===== src/rtl/fast_pkg.sv =====
// Shared constants and the per-point classification encoding for the FAST
// corner pipeline.
package fast_pkg;

   localparam int NUM_PTS     = 16;
   localparam int IDX_W       = $clog2(NUM_PTS);
   localparam int ARC_LEN_MIN = 9;
   localparam int ARC_LEN_MAX = 12;

   typedef enum logic [1:0] {
      CLS_SIMILAR = 2'b00,
      CLS_DARK    = 2'b01,
      CLS_BRIGHT  = 2'b10
   } cls_e;

endpackage


===== src/rtl/fast_arc_detect.sv =====
// Combinational search for a circular run of ARC_LEN equal DARK or BRIGHT
// codes on the 16-point Bresenham circle.
module fast_arc_detect
   import fast_pkg::*;
#(
   parameter int ARC_LEN = 9
) (
   input  logic [NUM_PTS-1:0][1:0] cls,
   output logic                    dark_arc,
   output logic                    bright_arc
);

   // Every start point is tried; the index wraps naturally at IDX_W bits.
   always_comb begin
      logic dark_run;
      logic bright_run;
      logic [IDX_W-1:0] idx;
      dark_arc   = 1'b0;
      bright_arc = 1'b0;
      dark_run   = 1'b0;
      bright_run = 1'b0;
      idx        = '0;
      for (int s = 0; s < NUM_PTS; s++) begin
         dark_run   = 1'b1;
         bright_run = 1'b1;
         for (int k = 0; k < ARC_LEN; k++) begin
            idx        = IDX_W'(s + k);
            dark_run   = dark_run   & (cls[idx] == CLS_DARK);
            bright_run = bright_run & (cls[idx] == CLS_BRIGHT);
         end
         dark_arc   = dark_arc   | dark_run;
         bright_arc = bright_arc | bright_run;
      end
   end

endmodule


===== src/rtl/fast_n_corner_pipe.sv =====
// Three-stage FAST-N corner test: classify, detect arc, sum score. A single
// global stall holds every stage while the consumer back-pressures.
module fast_n_corner_pipe
   import fast_pkg::*;
#(
   parameter int PIX_W   = 8,
   parameter int ARC_LEN = 9,
   parameter int CNT_W   = 16
) (
   input  logic                     clk,
   input  logic                     rst,
   input  logic                     in_valid,
   output logic                     in_ready,
   input  logic [PIX_W-1:0]         ref_pix,
   input  logic [NUM_PTS*PIX_W-1:0] adj_pix,
   input  logic [PIX_W-1:0]         thres,
   output logic                     out_valid,
   input  logic                     out_ready,
   output logic                     is_corner,
   output logic [1:0]               corner_pol,
   output logic [PIX_W+3:0]         score,
   input  logic                     cnt_clr,
   output logic [CNT_W-1:0]         corner_cnt
);

   localparam int SCORE_W = PIX_W + 4;

   if (ARC_LEN < ARC_LEN_MIN || ARC_LEN > ARC_LEN_MAX) begin : g_arc_len_err
      $error("fast_n_corner_pipe: ARC_LEN must lie in 9..12");
   end

   logic                           advance;
   logic [PIX_W:0]                 lo_ext_s;
   logic [PIX_W:0]                 up_ext_s;
   logic [PIX_W-1:0]               lower_s;
   logic [PIX_W-1:0]               upper_s;
   logic [NUM_PTS-1:0][1:0]        s1_cls_d;
   logic [NUM_PTS-1:0][1:0]        s1_cls_q;
   logic [NUM_PTS-1:0][PIX_W-1:0]  s1_mrg_d;
   logic [NUM_PTS-1:0][PIX_W-1:0]  s1_mrg_q;
   logic [NUM_PTS-1:0][PIX_W-1:0]  s2_mrg_d;
   logic [NUM_PTS-1:0][PIX_W-1:0]  s2_mrg_q;
   logic                           s1_v_q;
   logic                           s2_v_q;
   logic                           out_valid_q;
   logic                           is_corner_q;
   logic [1:0]                     s2_pol_d;
   logic [1:0]                     s2_pol_q;
   logic [1:0]                     pol_q;
   logic [SCORE_W-1:0]             score_d;
   logic [SCORE_W-1:0]             score_q;
   logic [CNT_W-1:0]               cnt_d;
   logic [CNT_W-1:0]               cnt_q;
   logic                           dark_arc_s;
   logic                           bright_arc_s;

   assign advance  = !out_valid_q || out_ready;
   assign in_ready = advance;

   assign lo_ext_s = {1'b0, ref_pix} - {1'b0, thres};
   assign up_ext_s = {1'b0, ref_pix} + {1'b0, thres};
   assign lower_s  = lo_ext_s[PIX_W] ? '0 : lo_ext_s[PIX_W-1:0];
   assign upper_s  = up_ext_s[PIX_W] ? '1 : up_ext_s[PIX_W-1:0];

   // The margin past the bound equals |p - ref| - thres for a classified
   // point, so S3 only has to add the surviving margins.
   for (genvar g = 0; g < NUM_PTS; g++) begin : g_pt
      logic [PIX_W-1:0] pt_s;
      assign pt_s        = adj_pix[PIX_W*(NUM_PTS-g)-1 -: PIX_W];
      assign s1_cls_d[g] = (pt_s < lower_s) ? CLS_DARK :
                           (pt_s > upper_s) ? CLS_BRIGHT : CLS_SIMILAR;
      assign s1_mrg_d[g] = (pt_s < lower_s) ? lower_s - pt_s :
                           (pt_s > upper_s) ? pt_s - upper_s : '0;
      assign s2_mrg_d[g] = (s1_cls_q[g] == s2_pol_d) ? s1_mrg_q[g] : '0;
   end

   fast_arc_detect #(
      .ARC_LEN (ARC_LEN)
   ) u_arc (
      .cls        (s1_cls_q),
      .dark_arc   (dark_arc_s),
      .bright_arc (bright_arc_s)
   );

   assign s2_pol_d = dark_arc_s   ? CLS_DARK   :
                     bright_arc_s ? CLS_BRIGHT : CLS_SIMILAR;

   // Score adder; margins of non-winning points were zeroed in S2.
   always_comb begin
      score_d = '0;
      for (int i = 0; i < NUM_PTS; i++) begin
         score_d = score_d + SCORE_W'(s2_mrg_q[IDX_W'(i)]);
      end
   end

   // Clear has priority over a same-cycle corner transfer.
   always_comb begin
      if (cnt_clr) begin
         cnt_d = '0;
      end else if (out_valid_q && out_ready && is_corner_q && (cnt_q != '1)) begin
         cnt_d = cnt_q + CNT_W'(1);
      end else begin
         cnt_d = cnt_q;
      end
   end

   // Pipeline registers, all gated by the global advance.
   always_ff @(posedge clk or posedge rst) begin
      if (rst) begin
         s1_v_q      <= 1'b0;
         s1_cls_q    <= '0;
         s1_mrg_q    <= '0;
         s2_v_q      <= 1'b0;
         s2_pol_q    <= '0;
         s2_mrg_q    <= '0;
         out_valid_q <= 1'b0;
         is_corner_q <= 1'b0;
         pol_q       <= '0;
         score_q     <= '0;
      end else if (advance) begin
         s1_v_q      <= in_valid;
         s1_cls_q    <= s1_cls_d;
         s1_mrg_q    <= s1_mrg_d;
         s2_v_q      <= s1_v_q;
         s2_pol_q    <= s2_pol_d;
         s2_mrg_q    <= s2_mrg_d;
         out_valid_q <= s2_v_q;
         is_corner_q <= (s2_pol_q != CLS_SIMILAR);
         pol_q       <= s2_pol_q;
         score_q     <= score_d;
      end
   end

   // Delivered-corner counter.
   always_ff @(posedge clk or posedge rst) begin
      if (rst) begin
         cnt_q <= '0;
      end else begin
         cnt_q <= cnt_d;
      end
   end

   assign out_valid  = out_valid_q;
   assign is_corner  = is_corner_q;
   assign corner_pol = pol_q;
   assign score      = score_q;
   assign corner_cnt = cnt_q;

endmodule


===== config.mk =====
export PLATFORM = sky130hd
export DESIGN_NAME = fast_n_corner_pipe
export DESIGN_NICKNAME = d
export VERILOG_FILES = /design/src/rtl/fast_pkg.sv /design/src/rtl/fast_arc_detect.sv /design/src/rtl/fast_n_corner_pipe.sv
export SDC_FILE = /design/constraint.sdc
export NUM_CORES = 1
export LEC_CHECK = 0
export BUFFER_PORTS_ARGS = -buffer_cell sky130_fd_sc_hd__clkbuf_2
export CAP_MARGIN = 15
export CORE_MARGIN = 4
export CORE_UTILIZATION = 40
export CTS_CLUSTER_DIAMETER = 150
export DETAILED_ROUTE_END_ITERATION = 10
export HOLD_SLACK_MARGIN = 0.1
export SLEW_MARGIN = 20
export SYNTH_ARGS = -nofsm -noshare
export SYNTH_HDL_FRONTEND = slang
export SYNTH_HIERARCHICAL = 1
export SYNTH_SLANG_ARGS = --single-unit

===== constraint.sdc =====
create_clock -name clk -period 1.9 [get_ports clk]
set_input_delay 0.38 -clock clk [delete_from_list [all_inputs] [get_ports clk]]
set_output_delay 0.38 -clock clk [all_outputs]
set_load 0.005 [all_outputs]

==> metrics.md, run 1 <==
| Metric | Value |
|---|---|
| Via/cell ratio | `5.57` |
| Clock Latency Late Sink | `~0.3 ns` |
| Number of nets in the layout | `approximately 1800` |
| Synth unique cells | `between 60 and 70` |
| Slowest cell on crit path | `or3_1` |
| Kind of critical path | `in -> reg` |
| Port Buffer Count | `169` |
| Critical Path RT | `2.08 ns` |
| Status | `finished, violations left` |
| Register bit count reported by yosys | `between 50 and 60` |
| Core Footprint | `between 20000 and 25000 um2` |
| Final core area utilization | `around 64%` |
| Switch share | `a little over two fifths` |
| Cell count after synthesis | `between 1000 and 1500` |
| Startpoint types | `primary input` |
| LEAKAGE | `roughly 6.6 nW` |
| CP Capture Type | `flip-flop` |
| Max Fclk | `approximately 320 MHz` |
| Async S/R FF share, synth | `100%` |
| PnR worst setup slack | `-1.22 ns` |
| Delay of the slowest critical-path stage | `about 0.36 ns` |
| Drt total wl | `31.8 mm` |
| I/O Pins | `approximately 180` |
| Max-slew violations | `0` |
| Tot Pwr | `8.71 mW` |
| Worst-case vdd ir drop | `between 0.4 and 0.5 mV` |
| Antenna violations before repair | `0` |
| First-pass GRT wire length | `approximately 50 mm` |
| PD cells | `slightly above 600 nW/um2` |
| Cells along the critical path | `clkbuf_16, ha_4, fa_2, nor2b_4, o311ai_4, a21oi_2, nor2_2, o21ai_4, buf_6, nor2_4, buf_12, buf_16, ha_4, nand4_1, or3_1, mux2_4, nand4b_1, a32oi_1` |
| # diodes | `0` |
| # DRC | `0` |
| Most frequent cells in the layout | `clkbuf_2 (166), ha_1 (158), buf_4 (120)` |
| 1st-pass router iterations | `5` |
| Die Ht | `roughly 160 um` |
| Setup TNS | `-36.33 ns` |
| Vias in the first global route | `around 9600` |
| Netlist Area Pre-Place | `between 9000 and 10000 um2` |
| GR Overflow Total | `0` |
| Most common cell after layout, fill and taps aside | `clkbuf_2` |
| Largest net degree at the start of global routing | `28` |
| Layout area overhead | `56.2%` |
| Starting DRC count in detailed routing | `~460` |
| Final setup vio count | `34` |
| DP Area | `about 12000 um2` |
| Fin Hold WS | `0.294 ns` |
| Period utilization | `164%` |
| GP Congestion | `just over 0.9` |
| Ratio of cells with drive above 1 in the final layout | `42.2%` |
| Clock buffer count from CTS | `5` |
| R2R setup slack | `-0.11 ns` |
| RSZ-0062 raised after global routing | `yes` |
| Register area share after synthesis | `15.6%` |
| Root Buffer | `clkbuf_16` |
| Top FF cell, synth | `dfrtp_1` |
| Max Cap Viol | `0` |
| Clock sink count | `56` |
| CTS tree | `yes` |
| DRT antenna net count | `0` |
| Die area | `between 20000 and 25000 um2` |
| Detailed-route via count | `~9400` |
| EDFF count, synth | `0` |
| Flop pwr share | `between 10% and 20%` |
| Initial Util | `41.0%` |
| Row Count | `54` |
| Drt wl/cell | `around 19 um` |
| Clock-pin slew on the worst setup and hold paths | `0.08 ns` |
| Synth warnings | `6` |
| Worst Path Arrival | `3.30 ns` |
| Dpl hpwl | `23.4 mm` |
| P_int | `slightly above 5 mW` |
| Clock skew | `0.00966 ns` |
| Critical path fanouts, max | `5` |
| Failing checks | `negative setup slack` |
| Syn Area/Cell | `roughly 8.5 um2` |
| Design Area, Final | `14100 um2` |
| Hold Path Class | `in -> reg` |
| Most frequent CP cell | `ha_4` |
| Hold Fails Final Rpt | `0` |
| Number of H-tree levels | `2` |
| Die width | `roughly 160 um` |
| Combinational Power Share | `between 60% and 70%` |
| Buffer depth of the longest clock path | `2` |
| Tot GR Track Use | `about a quarter` |
| Clk network pwr share | `12.6%` |
| Fin crit period | `~3.1 ns` |
| P_sw | `between 3 and 4 mW` |
## cells in the mapped netlist, types with 3 or more instances
library cell / instances / share of area, %
a211o_1: 4 / 0.39
a21o_1: 42 / 3.5
a21oi_1: 78 / 4.3
a31oi_1: 9 / 0.63
a32oi_1: 5 / 0.49
a41oi_1: 15 / 1.5
and3_1: 7 / 0.49
and4_1: 28 / 2.7
buf_2: 5 / 0.28
buf_4: 13 / 1.1
clkbuf_1: 9 / 0.38
dfrtp_1: 56 / 16
ha_1: 241 / 33
inv_1: 61 / 2.5
maj3_1: 11 / 1.2
maj3_2: 4 / 0.50
mux2_2: 15 / 1.9
nand2_1: 108 / 4.5
nand2b_1: 38 / 2.6
nand3_1: 15 / 0.83
nand4_1: 17 / 1.2
nand4b_1: 5 / 0.49
nor2_1: 62 / 2.6
nor2b_1: 30 / 2.1
nor3_1: 4 / 0.22
nor4_1: 3 / 0.21
o211ai_1: 16 / 1.3
o21a_1: 4 / 0.33
o21ai_0: 55 / 3.1
o21ai_1: 5 / 0.28
o31a_1: 8 / 0.78
or3_1: 11 / 0.76
or4_1: 15 / 1.3
xnor2_1: 9 / 0.88
xor2_1: 15 / 1.5
## cell families (layout without fill, tap and decap cells)
| kind of cell | count (synthesis) | in the layout | synth area share [%] |
|---|---|---|---|
| other | 1 | 12 | 0.0416 |
| and+or+nand+nor | 355 | 356 | 21.2 |
| adders and majority gates | 258 | 258 | 35.7 |
| xor gates and xnor gates | 24 | 24 | 2.33 |
| buffers and inverters | 91 | 420 | 4.41 |
| DFF | 56 | 56 | 15.6 |
| muxes | 16 | 16 | 1.99 |
| AOI/OAI and AO/OA | 259 | 259 | 18.8 |
## registers in the layout (all words and copies together) (netlist names)
signal and flops:
is_corner 1, s2_v_q 1, corner_cnt 16, s2_pol_q 2, s1_cls_q 32, s1_v_q 1
corner_pol 2, out_valid 1
## path summary, 6_finish.rpt
| check | startpoint | end | depth (start not counted) |
|---|---|---|---|
| setup / recovery | ref_pix[0] | s1_cls_q[23] | 18 |
| hold / removal | in_valid | s1_v_q | 3 |
| setup reg to reg | s1_cls_q[23] | s2_pol_q[1] | 9 |
| hold reg to reg | s2_v_q | s2_v_q | 2 |
| max in group asynchronous | rst | s1_cls_q[19] | 4 |
| min in group asynchronous | rst | out_valid | 3 |
## critical path: cells and delay by family
kind,cells,cell delay [ns]
adder cells (fa/ha/maj),3,0.62
buffers and inverters,4,0.53
AO/OA/AOI/OAI,4,0.51
multiplexers,1,0.26
AND/OR/NAND/NOR,6,0.98
## power groups by stage
stage / Sequential [mW] / Clock, mW / Combinational [mW]
after floorplan: 1.56 / 0 / 2.78
after global placement: 1.59 / 0 / 4.61
after detailed placement: 1.60 / 0 / 4.68
after CTS: 1.58 / 1.12 / 5.64
after global routing: 1.62 / 1.16 / 6.61
final: 1.59 / 1.10 / 6.02
## timing repair
action                                  CTS  global route
endpoints found under the hold margin    12             0
endpoints found under the setup margin   34            38
pin swaps                                99            48
buffers inserted                         23            14
hold buffers                              1             0
cloned                                    7             0
gates resized for setup                 190            57
## final cells by class
type / count / area (um2)
multi-input combinational: 925 / 9050
fill: 1773 / 7900
timing repair buffer: 350 / 2840
sequential: 56 / 1400
tap: 280 / 350
inverter: 62 / 240
clock buffer: 5 / 125
clock inverter: 3 / 46.3
## through the flow
step | worst slack, ns | cells
floorplan | -1.29 | 1071
global placement | -1.71 | 1630
detailed placement | -1.78 | 1630
CTS | -1.22 | 1668
global route | -1.35 | 1681
finish | -1.22 | 1681
## routing by layer
metal,track usage [%],wire length [um],up-vias
met5,0,0,-
met3,2.35,1190,44
li1,-,-,4625
met4,5.73,809,0
met1,32.6,14400,4472
met2,44.1,15400,214
(Power assumes the default switching activity.)
==> inputs of run 2 (changes only) <==
--- a/config.mk
+++ b/config.mk
@@ -5,10 +5,11 @@
 export SDC_FILE = /design/constraint.sdc
 export NUM_CORES = 1
 export LEC_CHECK = 0
+export ABC_AREA = 1
 export BUFFER_PORTS_ARGS = -buffer_cell sky130_fd_sc_hd__clkbuf_2
 export CAP_MARGIN = 15
 export CORE_MARGIN = 4
-export CORE_UTILIZATION = 40
+export CORE_UTILIZATION = 25
 export CTS_CLUSTER_DIAMETER = 150
 export DETAILED_ROUTE_END_ITERATION = 10
 export HOLD_SLACK_MARGIN = 0.1
==> metrics.md, run 2 <==
| Metric | Value |
|---|---|
| DP Cell Count | `2204 (+35%)` |
| Met3 Use GR | `2.68% (+0.33 points)` |
| Hold Fails Final Rpt | `0 (unchanged)` |
| CTS Hold Bufs | `0 (-1)` |
| Clk network pwr share | `11.9% (-0.7 points)` |
| Starting DRC count in detailed routing | `559 (+23%)` |
| Met1 Track Usage GR | `21.0% (-12 points)` |
| GR Overflow Total | `0 (unchanged)` |
| LEAKAGE | `6.93 nW (+4.4%)` |
| Max Cap Viol | `0 (unchanged)` |
| Worst Path Arrival | `2.88 ns (-0.42 ns)` |
| Period utilization | `141% (-23 points)` |
| Drt total wl | `36.3 mm (+14%)` |
| Top reg by flops | `s1_cls_q` |
| Detailed-route via count | `10621 (+14%)` |
| Status | `finished, violations left` |
| Row Count | `71 (+31%)` |
| Clock sink count | `56 (unchanged)` |
| Synth warnings | `6 (unchanged)` |
| # DRC | `0 (unchanged)` |
| Switch share | `47.6% (+5.6 points)` |
| Most frequent cells in the layout | `nand2_1 (360), ha_1 (181), inv_1 (176)` |
| DRT antenna net count | `0 (unchanged)` |
| PnR worst setup slack | `-0.777 ns (+0.446 ns)` |
| GP Congestion | `0.881 (-5.9%)` |
| Fin Hold WS | `0.117 ns (-0.177 ns)` |
| CTS tree | `yes` |
| Clock Latency Late Sink | `0.31 ns (about the same)` |
| Root Buffer | `clkbuf_16` |
| Post-Place Worst Slack | `-1.29 ns (+0.492 ns)` |
| Max FFs per register | `32 (unchanged)` |
| Combinational Power Share | `68.1% (-1.1 points)` |
| P_sw | `4.04 mW (+10%)` |
| Top FF cell, synth | `dfrtp_1` |
| Fin crit period | `2.68 ns (-0.446 ns)` |
| Syn Area/Cell | `6.66 um2 (-22%)` |
| R2r endpoint | `corner_cnt[13]` |
| Critical path fanouts, max | `16 (+11)` |
| Max-slew violations | `0 (unchanged)` |
| Ratio of cells with drive above 1 in the final layout | `32.1% (-10 points)` |
| Cell taking the most area after synthesis | `ha_1` |
| PD cells | `616 nW/um2 (-0.46%)` |
| Largest net degree at the start of global routing | `71 (+150%)` |
| First-pass GRT wire length | `55.0 mm (+11%)` |
| Count leader, synth | `nand2_1` |
| RSZ-0062 raised after global routing | `yes` |
| Tot GR Track Use | `16.6% (-8.2 points)` |
| Worst-case reg-to-reg path depth | `13 (+4)` |
| 1st-pass router iterations | `5 (unchanged)` |
| Clock buffer count from CTS | `5 (unchanged)` |
| Max Fclk | `374 MHz (+17%)` |
| # diodes | `0 (unchanged)` |
| Cell count after synthesis | `1447 (+37%)` |
| Die width | `204 um (+29%)` |
| Core Footprint | `37800 um2 (+72%)` |
| Reg2reg start | `corner_cnt[0]` |
| Critical Path RT | `2.10 ns (+0.02 ns)` |
| Fillers | `3984 (+120%)` |
| Netlist Area Pre-Place | `9630 um2 (+7.0%)` |
| Kind of critical path | `in -> reg` |
| Clock-pin slew on the worst setup and hold paths | `0.08 ns (about the same)` |
| R2R setup slack | `0.14 ns (+0.25 ns)` |
| Post-synth top area share | `31.3% (-2.2 points)` |
| P_int | `4.44 mW (-12%)` |
| Most common cell after layout, fill and taps aside | `nand2_1` |
| Met2 Use GR | `29.3% (-15 points)` |
| Drt wl/cell | `16.2 um (-14%)` |
| Register bit count reported by yosys | `56 (unchanged)` |
| Synth unique cells | `41 (-38%)` |
| Die Ht | `204 um (+29%)` |
| Port Buffer Count | `169 (unchanged)` |
| Vias in the first global route | `10401 (+8.9%)` |
| Buffer depth of the longest clock path | `2 (unchanged)` |
| Clock skew | `0.0101 ns (+0.000433 ns)` |
| Initial Util | `25.5% (-16 points)` |
| Synth area leaders | `ha_1 (31%), nand2_1 (16%), dfrtp_1 (15%), inv_1 (7.2%), nor2_1 (6.1%)` |
| Via/cell ratio | `4.75 (-15%)` |
| EDFF count, synth | `0 (unchanged)` |
| Hold Path Class | `in -> async` |
| Async S/R FF share, synth | `100% (unchanged)` |
| Dpl hpwl | `27.9 mm (+19%)` |
| Flop pwr share | `19.9% (+1.6 points)` |
| Die area | `41700 um2 (+67%)` |
| Startpoint types | `primary input` |
| Final core area utilization | `36.3% (-28 points)` |
| Layout area overhead | `42.7%` |
| Final setup vio count | `32 (-5.9%)` |
| Number of nets in the layout | `2118 (+18%)` |
| Busiest grt layer | `met2` |
| Top post-synthesis cells by count | `nand2_1 (405), ha_1 (241), inv_1 (185)` |
| Finished Layout Cells | `2238 (+33%)` |
| CP Capture Type | `flip-flop` |
| Worst-case vdd ir drop | `0.353 mV (-24%)` |
| I/O Pins | `182 (unchanged)` |
| Register area share after synthesis | `14.5% (-1.0 points)` |
| Number of H-tree levels | `2 (unchanged)` |
| Failing checks | `negative setup slack` |
| Antenna violations before repair | `1 (+1)` |
==> run 2: cell count changes after synthesis, moves of 31 or more <==
cell      previous run  this run
nand2_1            108       405
inv_1               61       185
nor2_1              62       157
nand3_1             15        93
a21o_1              42         0
nand2b_1            38         0
nand4_1             17        52
o21ai_0             55        23
a211oi_1             1        32
==> run 2: stage by stage <==
step | TNS (ns) | instance area [um2] | total power [mW]
2_1_floorplan | -31.07 | 9770 | 4.62
3_3_place_gp | -35.88 | 12000 | 6.29
3_5_place_dp | -38.60 | 12000 | 6.45
4_1_cts | -22.07 | 13000 | 8.04
5_1_grt | -26.32 | 13800 | 9.28
6_report | -21.25 | 13800 | 8.48
==> run 2: critical path: stages <==
cell      delay [ns]
buf_8           0.10
ha_4            0.15
fa_2            0.37
nand2_2         0.08
nand2_2         0.07
nand2_4         0.08
nor2_4          0.04
nor2_4          0.16
buf_6           0.17
nand2_1         0.07
nor2_2          0.13
buf_12          0.19
ha_1            0.26
nand2_1         0.11
nor2_1          0.07
a211oi_1        0.21
nand2_1         0.09
nand3_1         0.10
nand2_1         0.05
==> run 2: logic make-up (layout without fill, tap and decap cells) <==
kind of cell / Yosys count / count (layout) / share of synthesized area [%]
xor gates and xnor gates: 4 / 4 / 0.559
adders and majority gates: 243 / 243 / 31.7
and+or+nand+nor: 753 / 753 / 33.4
DFF: 56 / 56 / 14.5
buffers and inverters: 230 / 499 / 9.90
other: 1 / 12 / 0.0389
AOI/OAI and AO/OA: 160 / 160 / 9.83
==> run 2: how the worst max path moves through the flow <==
stage               startpoint      endpoint  slack, ns  depth (start not counted)
floorplan           ref_pix[0]  s1_cls_q[31]      -1.03                         18
finish              ref_pix[0]  s1_cls_q[25]      -0.78                         19
detailed placement    thres[2]  s1_cls_q[21]      -1.29                         21
global route        ref_pix[0]  s1_cls_q[13]      -0.93                         21
global placement      thres[2]   s1_cls_q[3]      -1.19                         21
CTS                 ref_pix[0]  s1_cls_q[21]      -0.76                         21
==> run 2: what timing repair did <==
item,in CTS,in global routing
setup buffers,16,5
resized for setup,108,143
cloned,6,0
setup endpoints to repair,32,40
pin swaps,73,78
==> run 2: routing by layer <==
metal  vias up  wire length, um
met5         -               11
met4         2             1160
met3        74             2030
met2       292            17400
met1      4888            15700
li1       5365                -
==> run 2: cell type report <==
| cell class | instances | area, um2 | share of cell area [%] |
|---|---|---|---|
| sequential | 56 | 1400 | 10.2 |
| clock inverter | 2 | 13.8 | 0.100 |
| multi-input combinational | 1172 | 8640 | 62.8 |
| tap | 511 | 639 | 4.65 |
| timing repair buffer | 295 | 2170 | 15.8 |
| inverter | 196 | 742 | 5.40 |
| clock buffer | 6 | 139 | 1.01 |
==> run 2: power groups by stage <==
stage          sequential [mW]  combinational, mW  clock (mW)
3_3_place_gp              1.71               4.58           0
4_1_cts                   1.69               5.29        1.05
2_1_floorplan             1.63               2.99           0
5_1_grt                   1.72               6.44        1.11
6_report                  1.69               5.77        1.01
3_5_place_dp              1.72               4.73           0
